File: src/rtl/number_uart_tx.sv
// rtl/number_uart_tx.sv - snapshot a WIDTH-bit number and stream it as UART frames
//
// Purpose: on an accepted start pulse, copies number_i into a shadow register
// and sends it as WIDTH/8 back-to-back UART frames (8N1), least-significant
// byte first and LSB-first within each byte.
// Optional feature: define NUMBER_UART_TX_PARITY_EN to insert an even-parity
// bit after the data bits (8E1 framing, 11 bit periods per frame).
//
// Ports:
//   clk_i      - system clock, rising edge
//   reset_i    - asynchronous active-high reset
//   start_i    - one-cycle request, sampled only while idle
//   number_i   - value to transmit, captured on an accepted start
//   tx_o       - registered UART line, idles high
//   busy_o     - high while a transmission is in progress
//   done_o     - one-cycle pulse after the final stop bit
//   byte_idx_o - index of the byte currently on the line
module number_uart_tx #(
  parameter int WIDTH   = 256,
  parameter int CLK_DIV = 434
) (
  input  logic             clk_i,
  input  logic             reset_i,
  input  logic             start_i,
  input  logic [WIDTH-1:0] number_i,
  output logic             tx_o,
  output logic             busy_o,
  output logic             done_o,
  output logic [7:0]       byte_idx_o
);

  localparam int NBYTES = WIDTH / 8;
  localparam int IDXW   = (NBYTES > 1) ? $clog2(NBYTES) : 1;
  localparam int BAUDW  = $clog2(CLK_DIV);
  localparam logic [BAUDW-1:0] BAUD_LOAD = BAUDW'(CLK_DIV - 1);
  localparam logic [IDXW-1:0]  LAST_IDX  = IDXW'(NBYTES - 1);

  typedef enum logic [2:0] {
    S_IDLE,
    S_START,
    S_DATA,
`ifdef NUMBER_UART_TX_PARITY_EN
    S_PARITY,
`endif
    S_STOP
  } state_e;

  state_e           state_q, state_d;
  logic [BAUDW-1:0] baud_q, baud_d;
  logic [2:0]       bit_q, bit_d;
  logic [IDXW-1:0]  idx_q, idx_d;
  logic [WIDTH-1:0] shadow_q, shadow_d;
  logic             tx_q, tx_d;
  logic             busy_q, busy_d;
  logic             done_q, done_d;

  logic       bit_end;
  logic       last_byte;
  logic       accept;
  logic [7:0] cur_byte;

  assign bit_end   = (baud_q == '0);
  assign last_byte = (idx_q == LAST_IDX);
  assign accept    = (state_q == S_IDLE) && start_i;
  assign cur_byte  = shadow_q[{idx_q, 3'b000} +: 8];

  // State register
  always_ff @(posedge clk_i or posedge reset_i) begin
    if (reset_i) begin
      state_q <= S_IDLE;
    end else begin
      state_q <= state_d;
    end
  end

  // Next-state logic
  always_comb begin
    state_d = state_q;
    case (state_q)
      S_IDLE:  if (start_i) state_d = S_START;
      S_START: if (bit_end) state_d = S_DATA;
`ifdef NUMBER_UART_TX_PARITY_EN
      S_DATA:   if (bit_end && bit_q == 3'd7) state_d = S_PARITY;
      S_PARITY: if (bit_end) state_d = S_STOP;
`else
      S_DATA:  if (bit_end && bit_q == 3'd7) state_d = S_STOP;
`endif
      // Frames run back to back: no idle gap between bytes.
      S_STOP:  if (bit_end) state_d = last_byte ? S_IDLE : S_START;
      default: state_d = S_IDLE;
    endcase
  end

  // Output and datapath next values
  always_comb begin
    // Reload on every bit boundary; idle keeps it loaded for the first start bit.
    baud_d = (state_q == S_IDLE || bit_end) ? BAUD_LOAD : baud_q - 1'b1;

    bit_d = bit_q;
    if (state_q == S_START) begin
      bit_d = 3'd0;
    end else if (state_q == S_DATA && bit_end) begin
      bit_d = bit_q + 3'd1;
    end

    idx_d    = idx_q;
    shadow_d = shadow_q;
    if (accept) begin
      idx_d    = '0;
      shadow_d = number_i;
    end else if (state_q == S_STOP && bit_end && !last_byte) begin
      idx_d = idx_q + 1'b1;
    end

    done_d = (state_q == S_STOP) && bit_end && last_byte;
    busy_d = (state_d != S_IDLE);

    // tx is the value for the bit that starts on this edge, so the line is registered.
    case (state_d)
      S_START:  tx_d = 1'b0;
      S_DATA:   tx_d = cur_byte[bit_d];
`ifdef NUMBER_UART_TX_PARITY_EN
      S_PARITY: tx_d = ^cur_byte;
`endif
      default:  tx_d = 1'b1;
    endcase
  end

  // Datapath and output registers
  always_ff @(posedge clk_i or posedge reset_i) begin
    if (reset_i) begin
      baud_q   <= BAUD_LOAD;
      bit_q    <= 3'd0;
      idx_q    <= '0;
      shadow_q <= '0;
      tx_q     <= 1'b1;
      busy_q   <= 1'b0;
      done_q   <= 1'b0;
    end else begin
      baud_q   <= baud_d;
      bit_q    <= bit_d;
      idx_q    <= idx_d;
      shadow_q <= shadow_d;
      tx_q     <= tx_d;
      busy_q   <= busy_d;
      done_q   <= done_d;
    end
  end

  assign tx_o       = tx_q;
  assign busy_o     = busy_q;
  assign done_o     = done_q;
  assign byte_idx_o = 8'(idx_q);

endmodule

File: config.mk
export PLATFORM = sky130hd
export DESIGN_NAME = number_uart_tx
export DESIGN_NICKNAME = d
export VERILOG_FILES = /design/src/rtl/number_uart_tx.sv
export SDC_FILE = /design/constraint.sdc
export NUM_CORES = 1
export LEC_CHECK = 0
export ABC_CLOCK_PERIOD_IN_PS = 22500
export CORE_UTILIZATION = 50
export DETAILED_ROUTE_END_ITERATION = 6
export PLACE_DENSITY = 0.78
export SETUP_SLACK_MARGIN = 0.05
export SKIP_LAST_GASP = 1
export SYNTH_ARGS = -nofsm -noshare
export SYNTH_HDL_FRONTEND = slang
export SYNTH_SLANG_ARGS = --single-unit
File: constraint.sdc
create_clock -name clk_i -period 22.5 [get_ports clk_i]
set_clock_uncertainty 0.2 [all_clocks]
set_input_delay 3.375 -clock clk_i [delete_from_list [all_inputs] [get_ports clk_i]]
set_output_delay 3.375 -clock clk_i [all_outputs]
set_load 0.01 [all_outputs]
==> flow_summary.toml, run 1 <==
[status]
run_status = "finished, final reports clean"

[logic_synthesis]
netlist_area_sq_um = 13100
synth_area_per_cell_sq_um = 9.49
seq_area_frac_synth = 0.535
ys_top_cells_by_count = "nand2_1 (785), dfrtp_1 (273), clkbuf_1 (64), mux4_2 (41), mux2i_1 (32)"
synth_top_area_share = 0.523
async_reset_ff_frac = 1.00
synth_cells = 1376
ys_types = 56
synth_area_leaders = "dfrtp_1 (52%), nand2_1 (23%), mux4_2 (7.1%)"
netlist.top_cell.by_area = "dfrtp_1"
synth_edf_count = 0
yosys_most_used_dff = "dfrtp_1"
ys_ff_latch = 279
yosysMostFrequentCell = "nand2_1"
yosysWarnings = 0

[grt]
grtUsageTotal = 0.271
antenna_found_initial = 4
grt_pass1_wl_um = 55600
grt_max_degree = 123
grt_overflow = 0
grt_pass1_vias = 10700

[timing]
fin_crit_ns = 6.28
setup_slack_ns = 16.22
setup_viol_count_final = 0
slew_viol_final = 0
fin_setup_tns_ns = 0
hold_violations = 0
timing.final.crit_share = 0.279
worst_pin_slew_ns = 1.03
max_freq_mhz = 159
rsz0062_at_grt = "false"
relSlewSlack = 0.313

[power_and_ir_drop]
pwr_density_cell_nw_per_um2 = 77.4
ir_drop_mv = 0.0494
p_leak_uw = 0.00800

[hold_path]
min_to = "baud_q[0]$_DFF_PP1_"
min_path_type = "flop to flop"
min_path_cells = 1
min_from = "baud_q[0]$_DFF_PP1_"

[floorplanning]
rows = 58
core_area_sq_um = 25400
die_y_um = 164
start_util = 0.514
io_pins = 270
die_x_um = 164
die_area_sq_um = 26800

[cells_and_area]
multi_input_comb_area_sq_um = 5600
drive_above_1_share = 0.0735
fillers = 2041
seqCellArea_sq_um = 7000
final_nets = 1866
synthToLayoutAreaGrowth_pct = 28.1
post_layout_nonfiller_instances = 1954

[drt]
viasPerCell = 5.34
avgRoutedWirePerCell_um = 18.2
drt-initial-drc-count = 950
routed_wl_um = 35600
first_pass_iters = 5
antenna_left = 0
vias = 10400
drcViolationCount = 0

[clock_network]
clockBufferDepth = 3
cts_made_buffers = 29
clk_latency_ns = 0.55
cts_root_buf = "clkbuf_16"
htree_num_levels = 1
cts_tree = "done"
clk_pin_slew_worst_paths_ns = 0.06
clock_sinks = 279
cts_hold_buffers = 0
post_cts_buffers = 0
ctsResizeCount = 0

[placement]
post-dp-hpwl_um = 24200
placedCellCount = 1900
place_ws_ns = 15.57
gp_congestion = 0.909
portBuffers = 266

[flow_run]
max-cap-violations = 0

[setup_path]
crit_fanout = 96
critPathKind = "primary input to flop"
startpoint_type = "primary input"
worst-endpoint-arrival_ns = 6.57
cp-startpoint = "start_i"
r2r_start = "idx_q[0]$_DFFE_PP0P_"
r2r_cells = 7
endpoint_kind = "flop"
rrSetupSlack_ns = 18.46
rr_endpoint = "tx_o$_DFF_PP1_"
required_ns = 22.78
## final cells by class
class,instances,share of cell area
timing repair buffer,278,0.165
clock inverter,3,0.00262
antenna,4,0.000598
inverter,8,0.00224
clock buffer,47,0.0522
sequential,279,0.418
multi-input combinational,1005,0.335
tap,330,0.0247
## stage by stage
stage          hold slack [ns]   util  total power, uW  area [sq um]
2_1_floorplan            0.228      -              738         13100
3_3_place_gp             0.239  0.622              824         15800
3_5_place_dp             0.242  0.622              834         15800
4_1_cts                  0.256  0.658             1300         16700
5_1_grt                  0.280  0.658             1350         16700
6_report                 0.254  0.658             1290         16700
## metal layers
layer,up-vias,wire [um],track usage
met5,-,0,0
met2,358,17600,0.454
li1,4892,-,-
met3,67,2010,0.0434
met4,0,1130,0.0972
met1,5124,14900,0.358
## logic make-up (layout without fill, tap and decap cells)
kind of cell / count (synthesis) / count (layout) / share of synthesized area
compound gates: 49 / 49 / 0.0281
xor+xnor: 10 / 10 / 0.00671
fa+ha+maj: 6 / 6 / 0.00575
buf+inv: 95 / 336 / 0.0377
flops: 279 / 279 / 0.535
mux: 99 / 99 / 0.137
other cells: 1 / 8 / 0.000287
simple gates: 837 / 837 / 0.249
## flip-flops by register name (all words and copies together), names as in the netlist
signal,count
idx_q,5
tx_o,1
state_q,3
shadow_q,256
busy_o,1
done_o,1
bit_q,3
baud_q,9
## placed cells by master (no fill, tap or decap), types with 3 or more instances in the layout
cell / n
buf_4: 12
nor3_1: 3
nand3_1: 9
a22o_1: 6
nor2_1: 16
xor2_1: 4
a31oi_1: 3
mux2i_1: 32
xnor2_1: 6
a22oi_1: 12
mux2_2: 8
diode_2: 4
nand2_1: 784
clkdlybuf4s50_1: 266
mux4_1: 17
clkbuf_16: 29
ha_1: 6
and3_1: 3
nand4_1: 3
a21oi_1: 6
dfstp_2: 6
mux4_2: 41
dfrtp_1: 270
nor2b_1: 3
inv_1: 7
conb_1: 4
o21ai_0: 7
clkbuf_1: 10
clkbuf_8: 8
## power breakdown
part	switching (uW)	total [uW]	internal, uW
logic	102	205	103
clock network	193	466	274
registers	43.7	623	579
## worst max-delay path, stage by stage
cell and delay (ns):
clkdlybuf4s50_1 0.49, nand2_4 0.63, buf_4 0.76, buf_4 0.85
nand2_1 0.18, nand2_1 0.12
## worst max path at each step
stage	end	slack (ns)
floorplan	baud_q[1]$_DFF_PP0_	11.24
global placement	idx_q[0]$_DFFE_PP0P_	15.65
detailed placement	idx_q[0]$_DFFE_PP0P_	15.57
CTS	idx_q[0]$_DFFE_PP0P_	16.11
global route	idx_q[0]$_DFFE_PP0P_	15.78
finish	shadow_q[10]$_DFFE_PP0P_	16.22
Power figures use the tool's default switching activity.
==> run 2, diff against run 1 <==
--- a/config.mk
+++ b/config.mk
@@ -5,10 +5,10 @@
 export SDC_FILE = /design/constraint.sdc
 export NUM_CORES = 1
 export LEC_CHECK = 0
-export ABC_CLOCK_PERIOD_IN_PS = 22500
-export CORE_UTILIZATION = 50
+export ABC_CLOCK_PERIOD_IN_PS = 5200
+export CORE_UTILIZATION = 47
 export DETAILED_ROUTE_END_ITERATION = 6
-export PLACE_DENSITY = 0.78
+export PLACE_DENSITY = 0.77
 export SETUP_SLACK_MARGIN = 0.05
 export SKIP_LAST_GASP = 1
 export SYNTH_ARGS = -nofsm -noshare
==> constraint.sdc (replaced) <==
create_clock -name clk_i -period 5.2 [get_ports clk_i]
set_clock_uncertainty 0.2 [all_clocks]
set_input_delay 0.78 -clock clk_i [delete_from_list [all_inputs] [get_ports clk_i]]
set_output_delay 0.78 -clock clk_i [all_outputs]
set_load 0.01 [all_outputs]
==> flow_summary.toml, run 2 (same netlist as run 1, synthesis figures left out) <==
[placement]
place_ws_ns = 1.84
portBuffers = 266
post-dp-hpwl_um = 26100
gp_congestion = 0.874

[setup_path]
endpoint_kind = "primary output"
critPathSlowestCell = "dfrtp_2"
rrSetupSlack_ns = 1.79
cp_cell_sequence = "buf_4 -> clkdlybuf4s50_1"
worst-endpoint-arrival_ns = 2.43
cp_top_family = "buffers and inverters"
required_ns = 4.22
startpoint_type = "flop"
critPathKind = "flop to primary output"
crit_fanout = 22
critical_path_buf_inv_count = 2
slowest_delay_ns = 0.77

[power_and_ir_drop]
p_leak_uw = 0.00804
swShare = 0.263
power.share.sequential = 0.478
comb_power_share = 0.159
p_switching_uw = 1490
ir_drop_mv = 0.185
pwr_density_cell_nw_per_um2 = 336
intPower_uw = 4170
clkPwrFrac = 0.363
finalPower_uw = 5660

[floorplanning]
rows = 60
core_area_sq_um = 27100
die_y_um = 169
io_pins = 270
die_x_um = 169
start_util = 0.482
die_area_sq_um = 28500

[drt]
viasPerCell = 5.28
vias = 10500
drt-initial-drc-count = 877
drcViolationCount = 2
avgRoutedWirePerCell_um = 18.3
routed_wl_um = 36600
first_pass_iters = 7
antenna_left = 0

[clock_network]
clockBufferDepth = 3
ctsResizeCount = 0
htree_num_levels = 1
cts_hold_buffers = 0
clk_latency_ns = 0.56
post_cts_buffers = 0
cts_made_buffers = 28
clk_pin_slew_worst_paths_ns = 0.06
clock_sinks = 279
cts_tree = "done"
cts_root_buf = "clkbuf_16"

[timing]
worst_pin_slew_ns = 1.07
timing.final.crit_share = 0.656
slew_viol_final = 0
setup_viol_count_final = 0
hold_violations = 0
fin_hold_ws_ns = 0.259
fin_setup_tns_ns = 0
rsz0062_at_grt = "false"
relSlewSlack = 0.287
max_freq_mhz = 293
fin_crit_ns = 3.41
setup_slack_ns = 1.79

[flow_run]
max-cap-violations = 0

[cells_and_area]
drive_above_1_share = 0.0783
seqCellArea_sq_um = 7000
fillers = 2243
largest_register_ffs = 256
final_nets = 1867
synthToLayoutAreaGrowth_pct = 29.0
mostFrequentLayoutCell = "nand2_1"
largest_register = "shadow_q"
multi_input_comb_area_sq_um = 5600
largestRegisters = "shadow_q x256, baud_q x9, idx_q x5"
layout_common_cells = "nand2_1 (784), dfrtp_1 (270), clkdlybuf4s50_1 (266), mux4_2 (41), mux2i_1 (32)"

[grt]
grt_pass1_wl_um = 57400
grt_pass1_vias = 10600
grtUsageTotal = 0.262
antenna_found_initial = 0
grt_max_degree = 115
grt_overflow = 0

[status]
run_status = "finished with violations"
violations = "design-rule violations"

[hold_path]
min_path_type = "flop to flop"
[run 2: cell types whose count changed in the layout (fill, tap and decap cells not counted), sizes merged]
cell / change
buf: +2
bufinv: +1
clkbuf: -5
clkinv: +6
clkinvlp: +1
diode: -3
inv: -2
[run 2: power by group through the flow]
stage | combinational [uW] | clock [uW] | sequential [uW]
after CTS | 908 | 2070 | 2700
after floorplan | 528 | 0 | 2670
after global routing | 1000 | 2160 | 2740
after detailed placement | 894 | 0 | 2740
final | 900 | 2050 | 2710
after global placement | 869 | 0 | 2720
[run 2: final cells by class]
type,instances,share of cell area
sequential,279,0.415
multi-input combinational,1005,0.332
timing repair buffer,280,0.166
clock buffer,42,0.0500
tap,372,0.0276
clock inverter,9,0.00631
inverter,8,0.00200
antenna,1,0.000148
[run 2: path summary, 6_finish.rpt]
kind                                 startpoint                        to  cells past startpoint
setup / recovery           idx_q[1]$_DFFE_PP0P_             byte_idx_o[1]                      2
hold / removal              baud_q[0]$_DFF_PP1_       baud_q[0]$_DFF_PP1_                      1
setup reg to reg           idx_q[0]$_DFFE_PP0P_            tx_o$_DFF_PP1_                      7
hold reg to reg             baud_q[0]$_DFF_PP1_       baud_q[0]$_DFF_PP1_                      1
max in group asynchronous               reset_i   shadow_q[9]$_DFFE_PP0P_                      3
min in group asynchronous               reset_i  shadow_q[69]$_DFFE_PP0P_                      2
[run 2: worst register-to-register path: stages, from the launching register on]
cell	delay (ns)
dfrtp_4	1.05
buf_4	0.47
mux4_1	0.62
mux4_2	0.46
mux2i_1	0.17
mux2i_1	0.11
a2bb2oi_2	0.15
a31oi_1	0.08
[run 2: per-layer routing]
metal  track usage  wire length, um  vias to the layer above
met5             0                0                        -
met4        0.0885             1240                        0
met3        0.0404             2660                       69
met2         0.432            17700                      443
met1         0.355            15000                     5117
li1              -                -                     4901
[run 2: per-stage QoR]
stage,util,cell area [sq um],instances
floorplan,-,13100,1379
global placement,0.587,15900,1944
detailed placement,0.587,15900,1944
global route,0.622,16800,1995
finish,0.622,16900,1996
CTS,0.622,16800,1995
==> run 3, diff against run 2 <==
--- a/config.mk
+++ b/config.mk
@@ -5,10 +5,10 @@
 export SDC_FILE = /design/constraint.sdc
 export NUM_CORES = 1
 export LEC_CHECK = 0
-export ABC_CLOCK_PERIOD_IN_PS = 5200
-export CORE_UTILIZATION = 47
+export ABC_CLOCK_PERIOD_IN_PS = 3330
+export CORE_UTILIZATION = 50
 export DETAILED_ROUTE_END_ITERATION = 6
-export PLACE_DENSITY = 0.77
+export PLACE_DENSITY = 0.78
 export SETUP_SLACK_MARGIN = 0.05
 export SKIP_LAST_GASP = 1
 export SYNTH_ARGS = -nofsm -noshare
==> constraint.sdc (replaced) <==
create_clock -name clk_i -period 3.33 [get_ports clk_i]
set_clock_uncertainty 0.2 [all_clocks]
set_input_delay 0.4995 -clock clk_i [delete_from_list [all_inputs] [get_ports clk_i]]
set_output_delay 0.4995 -clock clk_i [all_outputs]
set_load 0.01 [all_outputs]
==> flow_summary.toml, run 3 (same netlist as run 1, synthesis figures left out) <==
[status]
run_status = "finished, final reports clean"

[setup_path]
r2r_start = "idx_q[0]$_DFFE_PP0P_"
rrSetupSlack_ns = 0.48
required_ns = 2.63
r2r_cells = 8
endpoint_kind = "primary output"
critPathCapture = "byte_idx_o[1]"
crit_fanout = 22
critPathKind = "flop to primary output"
cp-startpoint = "idx_q[1]$_DFFE_PP0P_"
worst-endpoint-arrival_ns = 2.27
rr_endpoint = "tx_o$_DFF_PP1_"
critPathSlowestCell = "dfrtp_2"
startpoint_type = "flop"
slowest_delay_ns = 0.73
cp_cell_sequence = "buf_4 -> clkdlybuf4s50_1"

[floorplanning]
die_area_sq_um = 26800
die_y_um = 164
start_util = 0.514
die_x_um = 164
core_area_sq_um = 25400
rows = 58
io_pins = 270

[placement]
portBuffers = 266
gp_congestion = 0.917
post-dp-hpwl_um = 26700
placedCellCount = 1913

[cells_and_area]
largestRegisters = "shadow_q x256, baud_q x9, idx_q x5"
drive_above_1_share = 0.0880
post_layout_nonfiller_instances = 1967
final_nets = 1879
mostFrequentLayoutCell = "nand2_1"
seqCellArea_sq_um = 7000
antenna_cells = 0
fillers = 1936
layout_common_cells = "nand2_1 (784), dfrtp_1 (270), clkdlybuf4s50_1 (266), mux4_2 (41), mux2i_1 (32)"
largest_register = "shadow_q"
multi_input_comb_area_sq_um = 5600
fin_util = 0.674
largest_register_ffs = 256
synthToLayoutAreaGrowth_pct = 31.0

[grt]
grt_max_degree = 131
grt_pass1_wl_um = 59300
grt_pass1_vias = 10900
antenna_found_initial = 0
grtUsageTotal = 0.291
grt_overflow = 0

[timing]
relSlewSlack = 0.552
timing.final.crit_share = 0.892
slew_viol_final = 0
hold_violations = 0
setup_viol_count_final = 0
rsz0062_at_grt = "false"
max_freq_mhz = 337
fin_crit_ns = 2.97
worst_pin_slew_ns = 0.671

[drt]
met3_wirelength_um = 2690
drcViolationCount = 0
avgRoutedWirePerCell_um = 19.1
routed_wl_um = 37600
viasPerCell = 5.46
top_layer = "met4"
vias = 10700
antenna_left = 0
drt-initial-drc-count = 996
first_pass_iters = 6
met1_length_um = 15300
met2_length_um = 18000

[clock_network]
cts_root_buf = "clkbuf_16"
ctsResizeCount = 0
cts_hold_buffers = 0
cts_tree = "done"
clockBufferDepth = 3
cts_made_buffers = 29
htree_num_levels = 1
clock_sinks = 279
clk_pin_slew_worst_paths_ns = 0.06
clk_latency_ns = 0.55
post_cts_buffers = 0

[hold_path]
min_path_type = "primary input to async pin"

[power_and_ir_drop]
pwr_density_cell_nw_per_um2 = 543
ir_drop_mv = 0.559
p_leak_uw = 0.00818

[flow_run]
max-cap-violations = 0
==> run 3: changes by cell type in the layout (fill, tap and decap cells not counted) <==
cell / delta
clkinv_8: -1
buf_12: +8
diode_2: -1
clkinv_2: -1
clkinvlp_4: +4
buf_4: +3
clkinv_4: +2
inv_6: +1
clkbuf_1: -3
clkbuf_8: -5
clkbuf_16: +1
bufinv_16: +5
==> run 3: power breakdown <==
part           switching [uW]  internal (uW)  leakage (uW)
clock network            1380           2230      0.000520
registers                 349           3910       0.00346
logic                     703            714       0.00420
total                    2430           6860       0.00818
==> run 3: layout make-up <==
class	count	area share
clock buffers	35	0.0461
clock inverters	19	0.0170
inverters	8	0.00197
multi-input cells	1005	0.327
flip-flops and latches	279	0.409
well taps	330	0.0241
repair buffers	291	0.175
==> run 3: per-layer routing <==
metal,up-vias,GRT usage
li1,4927,-
met1,5208,0.389
met2,509,0.469
met3,99,0.0429
met4,0,0.135
met5,-,0
==> run 3: worst max-delay path, delay by kind of cell (launching register included) <==
family   cells  cell delay, ns
buf+inv      2            0.99
flops        1            0.73
==> run 3: stage by stage <==
| stage | area [sq um] | setup slack, ns | total power, uW | hold slack [ns] | TNS [ns] |
|---|---|---|---|---|---|
| global placement | 16000 | 0.579 | 5640 | 0.243 | 0 |
| global route | 17100 | 0.293 | 9660 | 0.243 | 0 |
| detailed placement | 16000 | 0.523 | 5690 | 0.246 | 0 |
| floorplan | 13100 | -1.06 | 4990 | 0.228 | -289.27 |
| finish | 17100 | 0.361 | 9290 | 0.205 | 0 |
| CTS | 17100 | 0.363 | 9310 | 0.212 | 0 |
==> run 3: how the worst min path moves through the flow <==
stage	start	to	slack (ns)	cells after the start
floorplan	baud_q[0]$_DFF_PP1_	baud_q[0]$_DFF_PP1_	0.23	1
finish	reset_i	shadow_q[68]$_DFFE_PP0P_	0.21	2
global placement	baud_q[0]$_DFF_PP1_	baud_q[0]$_DFF_PP1_	0.24	1
detailed placement	baud_q[0]$_DFF_PP1_	baud_q[0]$_DFF_PP1_	0.25	1
global route	reset_i	shadow_q[68]$_DFFE_PP0P_	0.24	2
CTS	reset_i	shadow_q[68]$_DFFE_PP0P_	0.21	2
